<file path="src/rtl/tetromino_queue.sv">
// Purpose: 7-bag tetromino supplier with a QUEUE_DEPTH-entry preview queue for the game-state FSM.
// Latency: a pop is visible the cycle after new_tetromino; a (re)fill takes QUEUE_DEPTH+1 cycles.
// Backpressure: none; pops outside READY, or coinciding with game_start/game_end, are dropped.
// Optional feature: define TETROMINO_FIXED_SEQ_EN to replace the randomizer with a 0..6 repeating sequence.
module tetromino_queue #(
    parameter int          QUEUE_DEPTH = 5,        // legal range 1..7
    parameter logic [15:0] LFSR_SEED   = 16'hACE1
) (
    input  logic       clk,
    input  logic       rst,
    input  logic       game_start,
    input  logic       game_end,
    input  logic       new_tetromino,
    output logic [2:0] current_piece,
    output logic       piece_valid,
    output logic [2:0] queue_pieces [QUEUE_DEPTH],
    output logic [6:0] bag_remaining
);

    // An all-zero Galois LFSR would lock up, so a zero seed is replaced by 1.
    localparam logic [15:0] SEED_EFF  = (LFSR_SEED == 16'h0000) ? 16'h0001 : LFSR_SEED;
    localparam logic [15:0] LFSR_MASK = 16'hB400;
    localparam logic [2:0]  LAST_FILL = 3'(QUEUE_DEPTH);
    localparam logic [6:0]  FULL_BAG  = 7'h7F;

    typedef enum logic [1:0] {
        IDLE  = 2'd0,
        FILL  = 2'd1,
        READY = 2'd2
    } state_t;

    state_t      state;
    state_t      state_nxt;
    logic [15:0] lfsr;
    logic [15:0] lfsr_nxt;
    logic [2:0]  fill_cnt;
    logic [2:0]  draw_type;
    logic [6:0]  bag_cleared;
    logic [6:0]  bag_nxt;
    logic        start_evt;
    logic        do_fill;
    logic        do_pop;

`ifdef TETROMINO_FIXED_SEQ_EN
    logic [2:0]  seq_cnt;
`else
    logic [2:0]  start_idx;
    logic [3:0]  probe;
`endif

    // game_end outranks game_start whenever both arrive together.
    assign start_evt = game_start & ~game_end;

    // State register.
    always_ff @(posedge clk or posedge rst) begin
        if (rst) begin
            state <= IDLE;
        end else begin
            state <= state_nxt;
        end
    end

    // Next-state: game_end always wins, then game_start, then fill progress.
    always_comb begin
        state_nxt = state;
        if (game_end) begin
            state_nxt = IDLE;
        end else if (game_start) begin
            state_nxt = FILL;
        end else if (state == FILL && fill_cnt == LAST_FILL) begin
            state_nxt = READY;
        end
    end

    // FSM outputs: valid flag plus the two mutually exclusive draw strobes.
    always_comb begin
        piece_valid = (state == READY);
        do_fill     = (state == FILL)  && !game_end && !game_start;
        do_pop      = (state == READY) && !game_end && !game_start && new_tetromino;
    end

    // Galois LFSR step, taps x^16+x^14+x^13+x^11.
    always_comb begin
        lfsr_nxt = lfsr[0] ? ((lfsr >> 1) ^ LFSR_MASK) : (lfsr >> 1);
    end

`ifdef TETROMINO_FIXED_SEQ_EN
    // Fixed sequence: the draw is simply the running 0..6 counter.
    always_comb begin
        draw_type = seq_cnt;
    end
`else
    // Bag draw: first still-available type at or after (lfsr mod 7), wrapping.
    // Scanning k from high to low lets the smallest k overwrite the result last.
    always_comb begin
        draw_type = 3'd0;
        start_idx = 3'(lfsr % 16'd7);
        probe     = 4'd0;
        for (int k = 6; k >= 0; k--) begin
            probe = {1'b0, start_idx} + 4'(k);
            if (probe >= 4'd7) begin
                probe = probe - 4'd7;
            end
            if (bag_remaining[probe[2:0]]) begin
                draw_type = probe[2:0];
            end
        end
    end
`endif

    // Remove the drawn type; an emptied bag refills immediately.
    always_comb begin
        bag_cleared = bag_remaining & ~(7'b000_0001 << draw_type);
        bag_nxt     = (bag_cleared == 7'h00) ? FULL_BAG : bag_cleared;
    end

    // Datapath: LFSR free-runs; fill writes by index, pop shifts the queue forward.
    always_ff @(posedge clk or posedge rst) begin
        if (rst) begin
            lfsr          <= SEED_EFF;
            bag_remaining <= FULL_BAG;
            fill_cnt      <= 3'd0;
            current_piece <= 3'd0;
            for (int i = 0; i < QUEUE_DEPTH; i++) begin
                queue_pieces[i] <= 3'd0;
            end
`ifdef TETROMINO_FIXED_SEQ_EN
            seq_cnt       <= 3'd0;
`endif
        end else begin
            lfsr <= lfsr_nxt;
            if (start_evt) begin
                bag_remaining <= FULL_BAG;
                fill_cnt      <= 3'd0;
`ifdef TETROMINO_FIXED_SEQ_EN
                seq_cnt       <= 3'd0;
`endif
            end else if (do_fill || do_pop) begin
                bag_remaining <= bag_nxt;
`ifdef TETROMINO_FIXED_SEQ_EN
                seq_cnt       <= (seq_cnt == 3'd6) ? 3'd0 : seq_cnt + 3'd1;
`endif
                if (do_fill) begin
                    fill_cnt <= fill_cnt + 3'd1;
                    if (fill_cnt == 3'd0) begin
                        current_piece <= draw_type;
                    end
                    for (int i = 0; i < QUEUE_DEPTH; i++) begin
                        if (fill_cnt == 3'(i + 1)) begin
                            queue_pieces[i] <= draw_type;
                        end
                    end
                end else begin
                    current_piece <= queue_pieces[0];
                    for (int i = 0; i < QUEUE_DEPTH - 1; i++) begin
                        queue_pieces[i] <= queue_pieces[i + 1];
                    end
                    queue_pieces[QUEUE_DEPTH-1] <= draw_type;
                end
            end
        end
    end

endmodule

</file>
<file path="config.mk">
export PLATFORM = sky130hd
export DESIGN_NAME = tetromino_queue
export DESIGN_NICKNAME = d
export VERILOG_FILES = /design/src/rtl/tetromino_queue.sv
export SDC_FILE = /design/constraint.sdc
export NUM_CORES = 1
export LEC_CHECK = 0
export BUFFER_PORTS_ARGS = -buffer_cell sky130_fd_sc_hd__buf_4
export CORE_ASPECT_RATIO = 1.5
export CORE_MARGIN = 2
export CORE_UTILIZATION = 50
export CTS_CLUSTER_DIAMETER = 100
export DETAILED_ROUTE_END_ITERATION = 8
export GPL_ROUTABILITY_DRIVEN = 1
export PLACE_DENSITY = 0.74
export RECOVER_POWER = 25
export REMOVE_ABC_BUFFERS = 1
export SYNTH_ARGS = -nofsm -noshare
export SYNTH_HDL_FRONTEND = slang
export SYNTH_SLANG_ARGS = --single-unit
</file>
<file path="constraint.sdc">
create_clock -name clk -period 11.7 [get_ports clk]
set_clock_uncertainty 0.15 [all_clocks]
set_input_delay 2.925 -clock clk [delete_from_list [all_inputs] [get_ports clk]]
set_output_delay 2.925 -clock clk [all_outputs]
set_load 0.01 [all_outputs]
</file>
==> results of run 1 <==
[stage by stage]
step	std cells	total power, mW
after floorplan	622	0.251
after global placement	799	0.296
after detailed placement	799	0.300
after CTS	807	0.442
after global routing	807	0.462
final	807	0.437
[worst paths after layout]
kind | startpoint | to | slack (ns) | depth (start not counted)
max reg2reg | lfsr[14]$_DFF_PP0_ | bag_remaining[3]$_DFFE_PP1P_ | 0.91 | 38
max | lfsr[14]$_DFF_PP0_ | bag_remaining[3]$_DFFE_PP1P_ | 0.91 | 38
min in group asynchronous | rst | lfsr[4]$_DFF_PP0_ | 3.03 | 2
min | lfsr[8]$_DFF_PP0_ | lfsr[7]$_DFF_PP1_ | 0.29 | 0
min reg2reg | lfsr[8]$_DFF_PP0_ | lfsr[7]$_DFF_PP1_ | 0.29 | 0
max in group asynchronous | rst | queue_pieces[9]$_DFFE_PP0P_ | 7.37 | 2
[power groups by stage]
stage,Clock (mW),Combinational (mW),Sequential [mW]
2_1_floorplan,0,0.0446,0.207
3_3_place_gp,0,0.0939,0.202
3_5_place_dp,0,0.0975,0.203
4_1_cts,0.144,0.0979,0.200
5_1_grt,0.152,0.107,0.203
6_report,0.141,0.0965,0.200
[flip-flops by register name, summed over array words and instances, names as in the netlist]
register,flops
lfsr,16
queue_pieces,15
current_piece,3
bag_remaining,7
fill_cnt,3
state,2
[routing by layer]
metal	wire length, um	share of wire (%)
met4	786	5.3
met5	0	0
met1	5780	39
met3	629	4.3
met2	7540	51
[kinds of logic (layout without fill, tap and decap cells)]
family | after synthesis | count (layout)
buffers and inverters | 80 | 77
adders and majority gates | 16 | 16
muxes | 35 | 35
xor gates and xnor gates | 19 | 19
DFF | 46 | 46
AOI/OAI and AO/OA | 241 | 241
and+or+nand+nor | 226 | 226
[layout by cell type (no fill, tap or decap), types with 13 or more instances in the layout]
cell type | netlist | routed
a211oi_1 | 14 | 14
a21oi_1 | 31 | 31
a31oi_1 | 17 | 17
buf_4 | 6 | 27
dfrtp_1 | 31 | 31
ha_1 | 15 | 15
inv_1 | 36 | 36
mux2i_1 | 21 | 21
nand2_1 | 60 | 60
nand3_1 | 16 | 16
nor2_1 | 52 | 52
nor3_1 | 15 | 15
o211ai_1 | 13 | 13
o21ai_0 | 28 | 28
[final cells by class]
| class | instances | area, um2 |
|---|---|---|
| Tap cell | 147 | 184 |
| Fill cell | 1042 | 5050 |
| Inverter | 39 | 146 |
| Clock buffer | 5 | 125 |
| Multi-Input combinational cell | 537 | 3960 |
| Timing Repair Buffer | 30 | 218 |
| Clock inverter | 3 | 23.8 |
| Sequential cell | 46 | 1170 |
[timing repair]
item | in CTS | in global routing
hold buffers | 0 | 0
resized for setup | 0 | 3
setup endpoints to repair | 0 | 9
==> flow_metrics.env, run 1 <==
export IMPL_cts_made_buffers=5
export IMPL_placeableCoreArea_mm2=0.0109
export IMPL_cts_root_buf="clkbuf_16"
export IMPL_grt_overflow_total=0
export IMPL_portBuffers=30
export IMPL_muxShareOfSynthArea_pct=7.40
export IMPL_worstSetupPathType="reg2reg"
export IMPL_first_iter_violations=369
export IMPL_ios=31
export IMPL_yosys_area_share_simple_pct=21.1
export IMPL_die_area_mm2=0.0119
export IMPL_fin_setup_tns_ns=0
export IMPL_drc=0
export IMPL_synth_yosys_warnings=0
export IMPL_setup_viol_count_final=0
export IMPL_clockPowerShare_pct=32.2
export IMPL_synth_top_area_share_pct=14.1
export IMPL_via_per_inst=6.59
export IMPL_cp_top_family="compound AO/OA/AOI/OAI gates"
export IMPL_pre_cts_ws_ns=0.639
export IMPL_fp_dieH_um=133
export IMPL_fin_crit_sh_pct=92.2
export IMPL_cp_max_fo=20
export IMPL_area_growth_syn_to_layout_pct=5.63
export IMPL_status="complete, but fails checks"
export IMPL_synth_cell_area_mm2=0.00552
export IMPL_cts_max_level=2
export IMPL_num_nets_final=680
export IMPL_synth_cells=663
export IMPL_peakVddDrop_mv=0.0927
export IMPL_final_cell_area_mm2=0.00583
export IMPL_slowest_stage="dfrtp_1"
export IMPL_cp_required_ns=11.75
export IMPL_drtPass1Iterations=5
export IMPL_arrival_ns=10.84
export IMPL_fin_ws_ns=0.909
export IMPL_vias=5322
export IMPL_slew_headroom_pct=-14.3
export IMPL_rows=47
export IMPL_insertion_delay_ns=0.29
export IMPL_max_cap_violations=1
export IMPL_syn_avg_cell_area_um2=8.32
export IMPL_postRouteAntennaNets=0
export IMPL_final_min_clock_period_ns=10.79
export IMPL_fin_util_pct=53.5
export IMPL_placed_area_mm2=0.00567
export IMPL_met2_usage_pct=43.9
export IMPL_hold_class="reg2reg"
export IMPL_hold_viol=0
export IMPL_antenna_cells=0
export IMPL_switching_share_pct=29.7
export IMPL_initial_core_util_pct=50.7
export IMPL_met1_usage_pct=28.0
export IMPL_synth_compound_area_share_pct=34.5
export IMPL_finalMaxSlewViolations=47
export IMPL_synth_most_common_cell="nand2_1"
export IMPL_p_int_uw=307
export IMPL_antenna_found_initial=0
export IMPL_met3_usage_pct=2.62
export IMPL_rsz0062_at_grt="false"
export IMPL_power_share_combinational_pct=22.1
export IMPL_synthXorXnorAreaFrac_pct=4.85
export IMPL_worst_pin_slew_ns=1.71
export IMPL_yosysUniqueCellTypes=103
export IMPL_ys_seq_area_share_pct=21.2
export IMPL_post_cts_buffers=0
export IMPL_place_congestion=0.952
export IMPL_grt_start_max_net_pins=47
export IMPL_synth_seq_cells=46
export IMPL_wl_per_cell_um=18.3
export IMPL_synthFlopType="dfrtp_1"
export IMPL_synthAdderAreaFrac_pct=3.77
export IMPL_yosys_top_cells_count="nand2_1 (60), nor2_1 (52), inv_1 (36)"
export IMPL_clock_sinks=46
export IMPL_synth_top_family_by_area="compound AO/OA/AOI/OAI gates"
export IMPL_first_global_vias=5176
export IMPL_synth_edf_count=0
export IMPL_path_clk_slew_ns=0.06
export IMPL_crit_path_end_kind="flip-flop"
export IMPL_worst_path_largest_cell_delay_ns=0.60
export IMPL_synth_top_area_cell="dfrtp_1"
export IMPL_violations="capacitance limit, slew limit"
export IMPL_drive_gt1_share_pct=15.6
export IMPL_seq_power_share_pct=45.7
export IMPL_grt_pass1_wl_um=24600
export IMPL_worst_path_most_repeated_cell="ha_1"
export IMPL_cts_tree="built"
export IMPL_grt_usage_pct=24.4
export IMPL_crit_buf_inv=3
export IMPL_start_kind="flip-flop"
export IMPL_synthTopCellsByArea="dfrtp_1 (14%), dfstp_2 (7.1%), nand2_1 (4.1%)"
export IMPL_cts_buffer_depth=2
export IMPL_p_leak_nw=2.49
export IMPL_die_w_um=89.8
export IMPL_max_freq_ghz=0.0927
export IMPL_holdWs_ns=0.294
export IMPL_switching_power_uw=130
export IMPL_hpwlAfterDp_um=11000
export IMPL_async_flop_share_pct=100
export IMPL_top_usage_layer="met2"
export IMPL_wl_um=14700
export IMPL_cellPowerDensity_mw_per_mm2=75.1
Power figures use the tool's default switching activity.
==> run 2, diff against run 1 <==
--- a/config.mk
+++ b/config.mk
@@ -5,6 +5,7 @@
 export SDC_FILE = /design/constraint.sdc
 export NUM_CORES = 1
 export LEC_CHECK = 0
+export ABC_AREA = 1
 export BUFFER_PORTS_ARGS = -buffer_cell sky130_fd_sc_hd__buf_4
 export CORE_ASPECT_RATIO = 1.5
 export CORE_MARGIN = 2
@@ -12,7 +13,7 @@
 export CTS_CLUSTER_DIAMETER = 100
 export DETAILED_ROUTE_END_ITERATION = 8
 export GPL_ROUTABILITY_DRIVEN = 1
-export PLACE_DENSITY = 0.74
+export PLACE_DENSITY = 0.75
 export RECOVER_POWER = 25
 export REMOVE_ABC_BUFFERS = 1
 export SYNTH_ARGS = -nofsm -noshare
==> run 2 against run 1 <==
Net effect: the flow still finishes with violations (capacitance limit, slew limit); synthesized area is 24% lower; cell area is 20% lower; routed wire length is 32% lower; via count down 21%; die area decreased by 23%; combinational power down 2%; register-to-register slack improved by 2.6 ns; largest cell class unchanged; highest routed layer unchanged.
==> flow_metrics.env, run 2 <==
export IMPL_status="complete, but fails checks"
export IMPL_violations="capacitance limit, slew limit"
export IMPL_synth_cells=629
export IMPL_final_min_clock_period_ns=8.17
export IMPL_synth_edf_count=0
export IMPL_yosys_top_cells_count="nand2_1 (153), inv_1 (76), nand3_1 (61)"
export IMPL_hpwlAfterDp_um=7750
export IMPL_max_freq_ghz=0.122
export IMPL_vias=4178
export IMPL_hold_viol=0
export IMPL_mostFrequentLayoutCells="nand2_1 (153), inv_1 (76), nand3_1 (61), a21oi_1 (57), nor2_1 (48)"
export IMPL_highest_layer="met4"
export IMPL_grt_usage_pct=22.9
export IMPL_grt_start_max_net_pins=47
export IMPL_drc=0
export IMPL_fin_setup_tns_ns=0
export IMPL_worst_pin_slew_ns=1.70
export IMPL_p_leak_nw=2.43
export IMPL_setup_viol_count_final=0
export IMPL_largest_register_ffs=16
export IMPL_via_per_inst=5.43
export IMPL_worstSetupPathType="reg2reg"
export IMPL_path_clk_slew_ns=0.06
export IMPL_post_cts_buffers=0
export IMPL_insertion_delay_ns=0.28
export IMPL_cp_max_fo=12
export IMPL_postRouteAntennaNets=0
export IMPL_wl_met1_um=4070
export IMPL_place_congestion=0.932
export IMPL_final_common_cell="nand2_1"
export IMPL_ys_seq_area_share_pct=27.9
export IMPL_finalNonFillerCells=769
export IMPL_slew_headroom_pct=-13.5
export IMPL_synth_seq_cells=46
export IMPL_cellPowerDensity_mw_per_mm2=92.5
export IMPL_num_nets_final=684
export IMPL_first_iter_violations=191
export IMPL_synth_top_area_share_pct=18.5
export IMPL_cp_required_ns=11.77
export IMPL_grt_pass1_wl_um=17100
export IMPL_r2r_slack_ns=3.53
export IMPL_dp_cells=761
export IMPL_finalMaxSlewViolations=47
export IMPL_cts_hold_buf=0
export IMPL_wl_per_cell_um=12.9
export IMPL_regArea_mm2=0.00117
export IMPL_worst_path_most_repeated_cell="nand2_1"
export IMPL_synth_most_common_cell="nand2_1"
export IMPL_synth_cell_area_mm2=0.00419
export IMPL_start_kind="flip-flop"
export IMPL_fin_crit_sh_pct=69.8
export IMPL_top_register="lfsr"
export IMPL_rsz0062_at_grt="false"
export IMPL_rows=40
export IMPL_crit_path_end_kind="flip-flop"
export IMPL_grt_overflow_total=0
export IMPL_synth_top_area_cell="dfrtp_1"
export IMPL_die_area_mm2=0.00915
export IMPL_reg_top3="lfsr: 16 flops, queue_pieces: 15 flops, bag_remaining: 7 flops"
export IMPL_portBuffers=30
export IMPL_initial_core_util_pct=52.0
export IMPL_synthFlopType="dfrtp_1"
export IMPL_async_flop_share_pct=100
export IMPL_placeableCoreArea_mm2=0.00806
export IMPL_cts_tree="built"
export IMPL_cts_max_level=2
export IMPL_antenna_cells=0
export IMPL_arrival_ns=8.24
export IMPL_worstRegToRegCells=61
export IMPL_wl_um=9960
export IMPL_die_w_um=78.8
export IMPL_cts_root_buf="clkbuf_16"
export IMPL_nFillCells=747
export IMPL_antenna_found_initial=0
export IMPL_worstHoldPathCells=0
export IMPL_drtPass1Iterations=5
export IMPL_synth_yosys_warnings=0
export IMPL_power_total_uw=433
export IMPL_clock_sinks=46
export IMPL_ios=31
export IMPL_cts_made_buffers=5
export IMPL_first_global_vias=4033
export IMPL_wl_met3_um=399
export IMPL_slowest_stage="dfstp_2"
export IMPL_drive_gt1_share_pct=21.5
export IMPL_peakVddDrop_mv=0.114
export IMPL_ctsResizeCount=0
export IMPL_worst_path_largest_cell_delay_ns=0.59
export IMPL_synthTopCellsByArea="dfrtp_1 (18%), nand2_1 (14%), dfstp_2 (9.4%)"
export IMPL_fp_dieH_um=116
export IMPL_pre_cts_ws_ns=3.60
export IMPL_area_growth_syn_to_layout_pct=11.7
export IMPL_fin_ws_ns=3.53
export IMPL_syn_avg_cell_area_um2=6.67
export IMPL_hold_class="reg2reg"
export IMPL_multi_input_area_mm2=0.00266
export IMPL_dr_wl_met2_um=5210
export IMPL_cts_buffer_depth=2
export IMPL_max_cap_violations=1
export IMPL_yosysUniqueCellTypes=39
==> run 2: cell count changes in the layout (fill, tap and decap cells not counted), moves of 14 or more <==
cell,previous run,this run
a31oi_1,17,0
nor3_1,15,1
a211oi_1,14,0
nand2_2,0,32
a21oi_1,31,57
nand3_1,16,61
mux2i_1,21,0
nand2_1,60,153
inv_1,36,76
==> run 2: cell type report <==
type	instances	share of cell area [%]
well taps	105	2.80
flip-flops and latches	46	25.0
repair buffers	30	4.81
multi-input cells	487	56.8
clock inverters	3	0.454
inverters	93	7.45
clock buffers	5	2.67
==> run 2: final timing paths <==
kind	start	endpoint
max reg2reg	lfsr[13]$_DFF_PP1_	bag_remaining[5]$_DFFE_PP1P_
max in group asynchronous	rst	queue_pieces[11]$_DFFE_PP0P_
min in group asynchronous	rst	lfsr[12]$_DFF_PP0_
min	lfsr[2]$_DFF_PP0_	lfsr[1]$_DFF_PP0_
max	lfsr[13]$_DFF_PP1_	bag_remaining[5]$_DFFE_PP1P_
min reg2reg	lfsr[2]$_DFF_PP0_	lfsr[1]$_DFF_PP0_
==> run 2: kinds of logic (layout without fill, tap and decap cells) <==
kind of cell,Yosys count,count (layout),share of synthesized area [%]
buf+inv,96,131,8.62
simple gates,341,341,39.8
compound gates,126,126,17.9
flops,46,46,27.9
xor+xnor,4,4,0.835
fa+ha+maj,16,16,4.95
==> run 2: per-layer routing <==
metal / global-route usage, % / vias to the layer above
met5: 0 / -
met4: 9.59 / 0
met1: 25.0 / 1933
met2: 44.3 / 91
met3: 2.78 / 25
li1: - / 2129
==> run 2: worst max-delay path, delay by kind of cell (launching register included) <==
kind	cells	cell delay (ns)
AO/OA/AOI/OAI	10	1.54
adder cells (fa/ha/maj)	4	1.01
buffers and inverters	6	0.43
flip-flops	1	0.59
AND/OR/NAND/NOR	41	4.35
==> run 2: stage by stage <==
| stage | area, um2 | hold WS (ns) | util [%] |
|---|---|---|---|
| 2_1_floorplan | 4180 | 0.230 | - |
| 3_3_place_gp | 4540 | 0.238 | 56.3 |
| 3_5_place_dp | 4540 | 0.242 | 56.3 |
| 4_1_cts | 4680 | 0.251 | 58.1 |
| 5_1_grt | 4680 | 0.292 | 58.1 |
| 6_report | 4680 | 0.277 | 58.1 |
==> run 2: power by group <==
part           switching, mW  leakage [nW]  total (mW)  internal [mW]
Sequential            0.0197         0.545       0.201          0.181
Clock                 0.0586        0.0698       0.138         0.0790
Combinational         0.0514          1.81      0.0950         0.0436
==> run 3, diff against run 2 <==
--- a/config.mk
+++ b/config.mk
@@ -13,7 +13,7 @@
 export CTS_CLUSTER_DIAMETER = 100
 export DETAILED_ROUTE_END_ITERATION = 8
 export GPL_ROUTABILITY_DRIVEN = 1
-export PLACE_DENSITY = 0.75
+export PLACE_DENSITY = 0.78
 export RECOVER_POWER = 25
 export REMOVE_ABC_BUFFERS = 1
 export SYNTH_ARGS = -nofsm -noshare
==> constraint.sdc (replaced) <==
create_clock -name clk -period 6.85 [get_ports clk]
set_clock_uncertainty 0.15 [all_clocks]
set_input_delay 1.7125 -clock clk [delete_from_list [all_inputs] [get_ports clk]]
set_output_delay 1.7125 -clock clk [all_outputs]
set_load 0.01 [all_outputs]
==> run 3 against run 2 <==
Net effect: the flow finishes with violations (setup timing); setup slack lost 5.3 ns; non-clock buffer count up 126; register-to-register slack lost 5.3 ns; combinational power increased by 140%; hold slack got worse by 0.0065 ns; routed wire length increased by 100%; die area unchanged; first-iteration DRC count increased to 4.1 times the previous value; critical path depth is 4 higher; core utilization rose by 27 points; sequential share of layout area is 7.8 points lower; final cell count is 16% higher; critical path type unchanged.
==> flow_metrics.env, run 3 (same netlist as run 2, synthesis figures left out) <==
export IMPL_wl_per_cell_um=22.2
export IMPL_portBuffers=30
export IMPL_cp_required_ns=6.92
export IMPL_switching_share_pct=31.8
export IMPL_die_w_um=78.8
export IMPL_rsz0062_at_grt="true"
export IMPL_die_area_mm2=0.00915
export IMPL_hpwlAfterDp_um=8670
export IMPL_slew_headroom_pct=33.4
export IMPL_power_share_combinational_pct=25.2
export IMPL_peakVddDrop_mv=0.257
export IMPL_worst_path_most_repeated_cell="nand2_2"
export IMPL_fin_ws_ns=-1.72
export IMPL_cts_tree="built"
export IMPL_max_freq_ghz=0.117
export IMPL_wl_um=19900
export IMPL_grt_overflow_total=0
export IMPL_first_iter_violations=780
export IMPL_final_common_cell="buf_4"
export IMPL_ios=31
export IMPL_worst_pin_slew_ns=0.999
export IMPL_start_kind="flip-flop"
export IMPL_grt_pass1_wl_um=22800
export IMPL_grt_usage_pct=30.6
export IMPL_p_leak_nw=3.28
export IMPL_seq_power_share_pct=38.5
export IMPL_hold_viol=0
export IMPL_fin_util_pct=84.8
export IMPL_cp_max_fo=7
export IMPL_vias=5819
export IMPL_placed_area_mm2=0.00511
export IMPL_crit_path_end_kind="flip-flop"
export IMPL_setup_viol_count_final=25
export IMPL_grt_start_max_net_pins=47
export IMPL_antenna_cells=0
export IMPL_dp_cells=837
export IMPL_pre_cts_ws_ns=-1.06
export IMPL_mostFrequentLayoutCells="buf_4 (144), nand2_1 (102), inv_1 (58), nand2_2 (51), nand2_4 (38)"
export IMPL_path_clk_slew_ns=0.07
export IMPL_drtPass1Iterations=7
export IMPL_final_cell_area_mm2=0.00683
export IMPL_antenna_found_initial=0
export IMPL_first_global_vias=5263
export IMPL_insertion_delay_ns=0.29
export IMPL_postRouteAntennaNets=0
export IMPL_max_cap_violations=0
export IMPL_worstSetupPathType="reg2reg"
export IMPL_finalMaxSlewViolations=0
export IMPL_fin_crit_sh_pct=125
export IMPL_rows=40
export IMPL_worst_path_largest_cell_delay_ns=0.61
export IMPL_clock_sinks=46
export IMPL_switching_power_uw=292
export IMPL_fin_setup_tns_ns=-36.83
export IMPL_slowest_stage="dfstp_2"
export IMPL_clockPowerShare_pct=36.4
export IMPL_drc=0
export IMPL_violations="setup timing"
export IMPL_cts_buffer_depth=2
export IMPL_fp_dieH_um=116
export IMPL_holdWs_ns=0.270
export IMPL_via_per_inst=6.50
export IMPL_initial_core_util_pct=52.0
export IMPL_placeableCoreArea_mm2=0.00806
export IMPL_reg_top3="lfsr: 16 flops, queue_pieces: 15 flops, bag_remaining: 7 flops"
export IMPL_power_total_uw=918
export IMPL_arrival_ns=8.64
export IMPL_num_nets_final=810
export IMPL_top_register="lfsr"
export IMPL_cts_max_level=2
export IMPL_place_congestion=1.01
export IMPL_cts_made_buffers=5
export IMPL_final_min_clock_period_ns=8.57
export IMPL_drive_gt1_share_pct=56.6
export IMPL_cellPowerDensity_mw_per_mm2=134
export IMPL_hold_class="reg2reg"
export IMPL_finalNonFillerCells=895
export IMPL_cts_hold_buf=0
export IMPL_status="complete, but fails checks"
export IMPL_cts_root_buf="clkbuf_16"
export IMPL_p_int_uw=625
export IMPL_largest_register_ffs=16
export IMPL_area_growth_syn_to_layout_pct=62.9
export IMPL_r2r_slack_ns=-1.72
==> run 3: changes by cell type in the layout (fill, tap and decap cells not counted), sizes merged <==
cell    before  now
clkinv       5    3
bufinv       0    2
buf         28  156
clkbuf       7    6
inv         90   89
==> run 3: cell type report <==
type                       count  area [um2]
multi-input combinational    487        3740
fill                         360        1230
timing repair buffer         156        1220
sequential                    46        1170
inverter                      93         379
clock buffer                   6         139
tap                          105         131
clock inverter                 2        60.1
==> run 3: what timing repair did <==
| action | 4_1_cts | 5_1_grt |
|---|---|---|
| setup buffers | 30 | 23 |
| setup endpoints to repair | 25 | 25 |
| pin swaps | 63 | 64 |
| gates resized for setup | 129 | 152 |
==> run 3: metal layers <==
layer	track usage (%)	share of wire, %	routed length (um)
met2	59.0	49	9830
met1	31.1	32	6460
met5	0	0	0
met3	2.94	8.5	1700
met4	19.6	9.5	1900
==> run 3: final timing paths <==
| path | to | cells after the start | startpoint |
|---|---|---|---|
| worst max-delay path | bag_remaining[5]$_DFFE_PP1P_ | 65 | lfsr[13]$_DFF_PP1_ |
| min in group asynchronous | lfsr[12]$_DFF_PP0_ | 2 | rst |
| max in group asynchronous | queue_pieces[13]$_DFFE_PP0P_ | 2 | rst |
| worst min register to register | lfsr[5]$_DFF_PP1_ | 0 | lfsr[6]$_DFF_PP1_ |
| worst max register to register | bag_remaining[5]$_DFFE_PP1P_ | 65 | lfsr[13]$_DFF_PP1_ |
| worst min-delay path | lfsr[5]$_DFF_PP1_ | 0 | lfsr[6]$_DFF_PP1_ |
==> run 3: critical path: cells and delay by family, from the launching register on <==
kind / cells / cell delay [ns]
flops: 1 / 0.61
compound gates: 9 / 1.45
buf+inv: 8 / 0.55
simple gates: 44 / 4.85
fa+ha+maj: 4 / 0.88
==> run 3: power groups by stage <==
stage | logic (mW) | clock network [mW] | registers (mW)
6_report | 0.231 | 0.334 | 0.353
5_1_grt | 0.243 | 0.340 | 0.352
4_1_cts | 0.188 | 0.322 | 0.342
2_1_floorplan | 0.0749 | 0 | 0.354
3_5_place_dp | 0.170 | 0 | 0.346
3_3_place_gp | 0.165 | 0 | 0.345
